==> config.mk <==
export PLATFORM = sky130hd
export DESIGN_NAME = alu_stage
export DESIGN_NICKNAME = d
export VERILOG_FILES = /design/src/rtl/alu_stage_pkg.sv /design/src/rtl/alu_stage_cond_check.sv /design/src/rtl/alu_stage.sv
export SDC_FILE = /design/constraint.sdc
export NUM_CORES = 1
export LEC_CHECK = 0
export CORE_MARGIN = 2
export CORE_UTILIZATION = 52
export DETAILED_ROUTE_END_ITERATION = 10
export PLACE_DENSITY = 0.89
export REMOVE_ABC_BUFFERS = 1
export SYNTH_ARGS = -nofsm -noshare
export SYNTH_HDL_FRONTEND = slang
export SYNTH_HIERARCHICAL = 1
export SYNTH_SLANG_ARGS = --single-unit
export TNS_END_PERCENT = 50
==> constraint.sdc <==
create_clock -name clk -period 4.4 [get_ports clk]
set_input_delay 0.88 -clock clk [delete_from_list [all_inputs] [get_ports clk]]
set_output_delay 0.88 -clock clk [all_outputs]
set_load 0.02 [all_outputs]
==> src/rtl/alu_stage_pkg.sv <==
`default_nettype none
// ============================================================================
// Module  : alu_stage_pkg
// Brief   : Opcode, condition-code and flag-index constants for alu_stage.
// Revision: 1.0 - initial release
// ============================================================================
package alu_stage_pkg;

    localparam logic [3:0] c_OP_AND = 4'h0;
    localparam logic [3:0] c_OP_EOR = 4'h1;
    localparam logic [3:0] c_OP_SUB = 4'h2;
    localparam logic [3:0] c_OP_RSB = 4'h3;
    localparam logic [3:0] c_OP_ADD = 4'h4;
    localparam logic [3:0] c_OP_ADC = 4'h5;
    localparam logic [3:0] c_OP_SBC = 4'h6;
    localparam logic [3:0] c_OP_RSC = 4'h7;
    localparam logic [3:0] c_OP_TST = 4'h8;
    localparam logic [3:0] c_OP_TEQ = 4'h9;
    localparam logic [3:0] c_OP_CMP = 4'hA;
    localparam logic [3:0] c_OP_CMN = 4'hB;
    localparam logic [3:0] c_OP_ORR = 4'hC;
    localparam logic [3:0] c_OP_MOV = 4'hD;
    localparam logic [3:0] c_OP_BIC = 4'hE;
    localparam logic [3:0] c_OP_MVN = 4'hF;

    localparam logic [3:0] c_COND_EQ = 4'h0;
    localparam logic [3:0] c_COND_NE = 4'h1;
    localparam logic [3:0] c_COND_CS = 4'h2;
    localparam logic [3:0] c_COND_CC = 4'h3;
    localparam logic [3:0] c_COND_MI = 4'h4;
    localparam logic [3:0] c_COND_PL = 4'h5;
    localparam logic [3:0] c_COND_VS = 4'h6;
    localparam logic [3:0] c_COND_VC = 4'h7;
    localparam logic [3:0] c_COND_HI = 4'h8;
    localparam logic [3:0] c_COND_LS = 4'h9;
    localparam logic [3:0] c_COND_GE = 4'hA;
    localparam logic [3:0] c_COND_LT = 4'hB;
    localparam logic [3:0] c_COND_GT = 4'hC;
    localparam logic [3:0] c_COND_LE = 4'hD;
    localparam logic [3:0] c_COND_AL = 4'hE;
    localparam logic [3:0] c_COND_NV = 4'hF;

    localparam int c_FLAG_N = 3;
    localparam int c_FLAG_Z = 2;
    localparam int c_FLAG_C = 1;
    localparam int c_FLAG_V = 0;

    // TST, TEQ, CMP and CMN occupy opcodes 8..B and never write a register.
    function automatic logic is_compare_op(input logic [3:0] op);
        return (op[3:2] == 2'b10);
    endfunction

endpackage
`default_nettype wire

==> src/rtl/alu_stage_cond_check.sv <==
`default_nettype none
// ============================================================================
// Module  : cond_check
// Brief   : ARM condition-field evaluation against the current NZCV flags.
// Revision: 1.0 - initial release
// ============================================================================
module cond_check
    import alu_stage_pkg::*;
(
    input  logic [3:0] cond,
    input  logic [3:0] flags,
    output logic       pass
);

    logic w_n;
    logic w_z;
    logic w_c;
    logic w_v;

    assign w_n = flags[c_FLAG_N];
    assign w_z = flags[c_FLAG_Z];
    assign w_c = flags[c_FLAG_C];
    assign w_v = flags[c_FLAG_V];

    always_comb begin
        pass = 1'b0;
        case (cond)
            c_COND_EQ: pass = w_z;
            c_COND_NE: pass = !w_z;
            c_COND_CS: pass = w_c;
            c_COND_CC: pass = !w_c;
            c_COND_MI: pass = w_n;
            c_COND_PL: pass = !w_n;
            c_COND_VS: pass = w_v;
            c_COND_VC: pass = !w_v;
            c_COND_HI: pass = w_c && !w_z;
            c_COND_LS: pass = !w_c || w_z;
            c_COND_GE: pass = (w_n == w_v);
            c_COND_LT: pass = (w_n != w_v);
            c_COND_GT: pass = !w_z && (w_n == w_v);
            c_COND_LE: pass = w_z || (w_n != w_v);
            c_COND_AL: pass = 1'b1;
            default:   pass = 1'b0;
        endcase
    end

endmodule
`default_nettype wire

==> src/rtl/alu_stage.sv <==
`default_nettype none
// ============================================================================
// Module  : alu_stage
// Brief   : ARM-style execute stage: data-processing, branch, flags, squash.
// Revision: 1.0 - initial release
// ============================================================================
module alu_stage
    import alu_stage_pkg::*;
#(
    parameter int FLUSH_CYCLES = 2
) (
    input  logic        clk,
    input  logic        rst_n,
    input  logic        in_valid,
    input  logic [3:0]  cond,
    input  logic [3:0]  opcode,
    input  logic        s,
    input  logic        imm_en,
    input  logic [31:0] imm,
    input  logic [31:0] op_a,
    input  logic [31:0] op_b,
    input  logic [3:0]  rd,
    input  logic        isb,
    input  logic [23:0] boff,
    input  logic [31:0] pc,
    output logic        we,
    output logic [3:0]  wa,
    output logic [31:0] wd,
    output logic        ib,
    output logic [31:0] bv,
    output logic [3:0]  flags
);

    localparam int              c_SQ_W    = $clog2(FLUSH_CYCLES + 2);
    localparam logic [c_SQ_W-1:0] c_SQ_LOAD = c_SQ_W'(FLUSH_CYCLES);
    localparam logic [c_SQ_W-1:0] c_SQ_ONE  = c_SQ_W'(1);

    logic [3:0]        r_flags;
    logic [c_SQ_W-1:0] r_squash;

    logic        w_pass;
    logic [31:0] w_op2;
    logic [31:0] w_x;
    logic [31:0] w_y;
    logic        w_ci;
    logic        w_arith;
    logic [31:0] w_logic;
    logic [32:0] w_sum;
    logic [31:0] w_res;
    logic [3:0]  w_flags_nxt;
    logic [31:0] w_target;
    logic        w_accept;
    logic        w_go;
    logic        w_br_take;
    logic        w_dp;
    logic        w_wr;
    logic        w_redirect;
    logic        w_flag_upd;

    cond_check u_cond_check (
        .cond  (cond),
        .flags (r_flags),
        .pass  (w_pass)
    );

    assign w_op2 = imm_en ? imm : op_b;

    // Subtractions are folded into x + ~y + cin so bit 32 is directly NOT borrow.
    always_comb begin
        w_x     = op_a;
        w_y     = w_op2;
        w_ci    = 1'b0;
        w_arith = 1'b1;
        w_logic = 32'd0;
        case (opcode)
            c_OP_SUB, c_OP_CMP: begin w_y = ~w_op2; w_ci = 1'b1; end
            c_OP_RSB:           begin w_x = w_op2; w_y = ~op_a; w_ci = 1'b1; end
            c_OP_ADD, c_OP_CMN: begin w_ci = 1'b0; end
            c_OP_ADC:           begin w_ci = r_flags[c_FLAG_C]; end
            c_OP_SBC:           begin w_y = ~w_op2; w_ci = r_flags[c_FLAG_C]; end
            c_OP_RSC:           begin w_x = w_op2; w_y = ~op_a; w_ci = r_flags[c_FLAG_C]; end
            c_OP_AND, c_OP_TST: begin w_arith = 1'b0; w_logic = op_a & w_op2; end
            c_OP_EOR, c_OP_TEQ: begin w_arith = 1'b0; w_logic = op_a ^ w_op2; end
            c_OP_ORR:           begin w_arith = 1'b0; w_logic = op_a | w_op2; end
            c_OP_MOV:           begin w_arith = 1'b0; w_logic = w_op2; end
            c_OP_BIC:           begin w_arith = 1'b0; w_logic = op_a & ~w_op2; end
            default:            begin w_arith = 1'b0; w_logic = ~w_op2; end
        endcase
    end

    assign w_sum = {1'b0, w_x} + {1'b0, w_y} + {32'd0, w_ci};
    assign w_res = w_arith ? w_sum[31:0] : w_logic;

    always_comb begin
        w_flags_nxt           = r_flags;
        w_flags_nxt[c_FLAG_N] = w_res[31];
        w_flags_nxt[c_FLAG_Z] = (w_res == 32'd0);
        if (w_arith) begin
            w_flags_nxt[c_FLAG_C] = w_sum[32];
            w_flags_nxt[c_FLAG_V] = (w_x[31] == w_y[31]) && (w_sum[31] != w_x[31]);
        end
    end

    assign w_target   = pc + 32'd8 + {{6{boff[23]}}, boff, 2'b00};

    assign w_accept   = in_valid && (r_squash == '0);
    assign w_go       = w_accept && w_pass;
    assign w_br_take  = w_go && isb;
    assign w_dp       = w_go && !isb;
    assign w_wr       = w_dp && !is_compare_op(opcode);
    assign w_redirect = w_br_take || (w_wr && (rd == 4'hF));
    assign w_flag_upd = w_dp && (is_compare_op(opcode) || s);

    always_ff @(posedge clk or negedge rst_n) begin
        if (!rst_n) begin
            we       <= 1'b0;
            wa       <= 4'd0;
            wd       <= 32'd0;
            ib       <= 1'b0;
            bv       <= 32'd0;
            r_flags  <= 4'b0000;
            r_squash <= '0;
        end else begin
            we <= w_wr;
            ib <= w_br_take;
            if (w_wr) begin
                wa <= rd;
                wd <= w_res;
            end
            if (w_br_take) begin
                bv <= w_target;
            end
            if (w_flag_upd) begin
                r_flags <= w_flags_nxt;
            end
            if (w_redirect) begin
                r_squash <= c_SQ_LOAD;
            end else if (r_squash != '0) begin
                r_squash <= r_squash - c_SQ_ONE;
            end
        end
    end

    assign flags = r_flags;

endmodule
`default_nettype wire

==> impl_metrics.toml <==
[run_status]
status = "finished with violations"
violations = "setup timing"

[yosys]
synthFlopType = "dfrtp_1"
yosys-top-cells-area = "dfrtp_1, ha_1, nand2_1"
synth_edf_count = 0
syn_inst = 1294
synth-async-reset-ratio = 1.000
netlist.area_leader.share = 0.1905
yosysSeqAreaShare = 0.1905
syn_area_per_cell_um2 = 7.717
syn-cell-area_um2 = 9986
synth.distinct_cells = 79
synth_top_area_cell = "dfrtp_1"
yosysWarnings = 6
ys_ff_latch = 76

[worst_setup_path]
r2r-start = "flags[1]"
slowest_stage = "a221oi_1"
reg2regPathDepth = 18
cp-start-kind = "input pin"
max_stage_delay_ps = 370
path_common_cell = "o21a_1"
regToRegSetupSlack_ps = 470
path_class = "in2reg"
worstPathRequired_ps = 4690
cp_max_fo = 7
arrival_ps = 4800
critPathCaptureType = "flip-flop"
path_cells = "clkdlybuf4s15_2 > and2_4 > nor3b_4 > o21bai_4 > buf_8 > buf_6 > o221ai_1 > ha_2 > o21a_1 > o21a_1 > o41ai_4 > buf_4 > buf_4 > a211oi_4 > o21a_1 > o21ai_0 > a221oi_1 > nand4_1 > nor4_4 > nand4_1 > nand2_1"
r2r-end = "flags[2]"

[global_route]
grt_overflow_total = 0
antenna_found_initial = 0
grt_pass1_wl_mm = 58.81
grt_max_degree = 77
grt_pass1_vias = 12010
grt_use_total = 0.3587

[pwr]
sw_frac_of_total = 0.4331
pwr_density_cell_nw_per_um2 = 367.1
vdd_drop_max_v = 0.0002645
power_mw = 5.578
p_int_mw = 3.162
p_leak_nw = 6.933
pwr-share-seq = 0.216
p_switching_mw = 2.416
comb_power_share = 0.649
clkPwrFrac = 0.135

[worst_hold_path]
hold_depth = 2
min_to = "wa[1]"
holdCritPathClass = "reg2reg"
hp-start = "wa[1]"

[detailed_routing]
drt-total-wl_mm = 38.38
drt-pass1-iter-count = 6
wire_per_inst_um = 19.60
vias = 12200
via_per_inst = 6.232
drtAntennaViolNets = 0
wirelength_met1_mm = 15.02
met2WireLength_mm = 18.02
routed.top_layer = "met4"
drc = 0
drt_first_iter_violations = 982
met3WireLength_mm = 3.170

[die]
core_area_um2 = 18770
rows = 50
die_h_um = 142.6
die_width_um = 142.6
io_pins = 244
die_area_um2 = 20330
start_util = 0.5321

[cells_and_area]
fillers = 1181
drive_above_1_share = 0.2187
multiInputGateArea_um2 = 8117
final-seq-area_um2 = 1902
stdcell_area_um2 = 15190
utilization = 0.8095
antenna_cells = 0
area_delta_synth_final_pct = 52.15
nets = 2013

[clock_tree]
hold_buffers = 0
path_clk_slew_ps = 70
cts.path.max_buffers = 2
cts.sink_count = 76
numCtsBuffers = 9
cts_tree = "built"
cts_max_level = 3
root_buffer = "clkbuf_16"
clock_latency_ps = 350

[placed_design]
hpwl_mm = 27.33
placed_area_um2 = 13910
routabilityCongestion = 0.9576
port_buffers = 243

[timing]
final-setup-viol-count = 1
final_max_slew_viol_count = 0
finalWorstSetupSlack_ps = -104.2
fin_crit_sh = 1.024
period_minus_slack_ps = 4504
clock_skew_ps = 14.42
tightest_slew_ps = 1069
grt_setup_unrepaired = "true"
slew_headroom = 0.2870
fmax_ghz = 0.2220
holdWs_ps = 473.5
hold_viol = 0
fin_setup_tns_ps = -104.2

[run]
maxCapViolations = 0
## cell usage after synthesis (15+ instances only)
master,n
clkbuf_1,41
o221ai_1,40
inv_1,58
a21o_1,20
dfrtp_1,76
o211ai_1,20
xnor2_1,20
ha_1,121
o21ai_0,118
nor2_1,80
a21oi_1,87
nand3_1,21
mux2i_1,44
nor3_1,22
nand2_1,221
nand2b_1,15
o21a_1,17
xor2_1,25
## power by group through the flow
stage | Sequential (mW) | Clock [mW] | Combinational, mW
5_1_grt | 1.24 | 0.779 | 3.88
3_3_place_gp | 1.19 | 0 | 3.17
3_5_place_dp | 1.21 | 0 | 3.26
6_report | 1.21 | 0.753 | 3.62
2_1_floorplan | 1.57 | 0 | 1.29
4_1_cts | 1.20 | 0.756 | 3.43
## what timing repair did
| item | 4_1_cts | 5_1_grt |
|---|---|---|
| pin swaps | 38 | 37 |
| resized for setup | 86 | 63 |
| buffers inserted | 31 | 13 |
| setup endpoints to repair | 11 | 8 |
| gates cloned | 1 | 2 |
| hold endpoints to repair | 0 | 0 |
## layer usage
metal,vias to the layer above,GRT usage
li1,5633,-
met1,5734,0.4502
met2,657,0.5984
met3,179,0.04509
met4,0,0.1970
met5,-,0
## placed cells by master (no fill, tap or decap), types with 25 or more instances in the layout
cell / instances
clkdlybuf4s50_1: 236
xor2_1: 25
nand2_1: 216
dfrtp_1: 76
nor2_1: 75
ha_1: 115
inv_1: 58
a21oi_1: 83
o21ai_0: 111
o221ai_1: 34
buf_4: 217
mux2i_1: 43
## worst max-delay path, delay by kind of cell
kind	cells	cell delay, ps
AO/OA/AOI/OAI	9	1670
adder cells (fa/ha/maj)	1	360
AND/OR/NAND/NOR	6	1090
buffers and inverters	5	800
## layout make-up
type,count,share of cell area
Clock inverter,7,0.003788
Inverter,59,0.01458
Tap cell,234,0.01927
Sequential cell,76,0.1252
Clock buffer,9,0.01482
Timing Repair Buffer,481,0.2882
Multi-Input combinational cell,1092,0.5342
## cell families (layout without fill, tap and decap cells)
family,Yosys count,in the layout,share of synthesized area
AND/OR/NAND/NOR,436,436,0.1967
AO/OA/AOI/OAI,415,415,0.2767
buffers and inverters,126,556,0.05225
adder cells (fa/ha/maj),124,124,0.1576
flip-flops,76,76,0.1905
multiplexers,71,71,0.08520
XOR/XNOR,46,46,0.04110
## through the flow
step	setup slack [ps]	std cells
after floorplan	-2439	1227
after global placement	-937.2	1899
after detailed placement	-1040	1899
after CTS	1.297	1946
after global routing	-282.1	1958
final	-104.2	1958
## worst max path at each step
stage | startpoint | to | slack (ps) | depth (start not counted)
2_1_floorplan | opcode[3] | flags[2] | -2440 | 18
6_report | opcode[2] | flags[2] | -100 | 21
3_5_place_dp | opcode[3] | flags[2] | -1040 | 20
5_1_grt | opcode[2] | flags[2] | -280 | 21
3_3_place_gp | opcode[3] | flags[2] | -940 | 20
4_1_cts | opcode[2] | flags[2] | 1 | 20
## state kept, by name, summed over array words and instances (netlist names)
name      flops
bv           32
flags         4
ib            1
r_squash      2
wa            4
wd           32
we            1
Power figures use the tool's default switching activity.
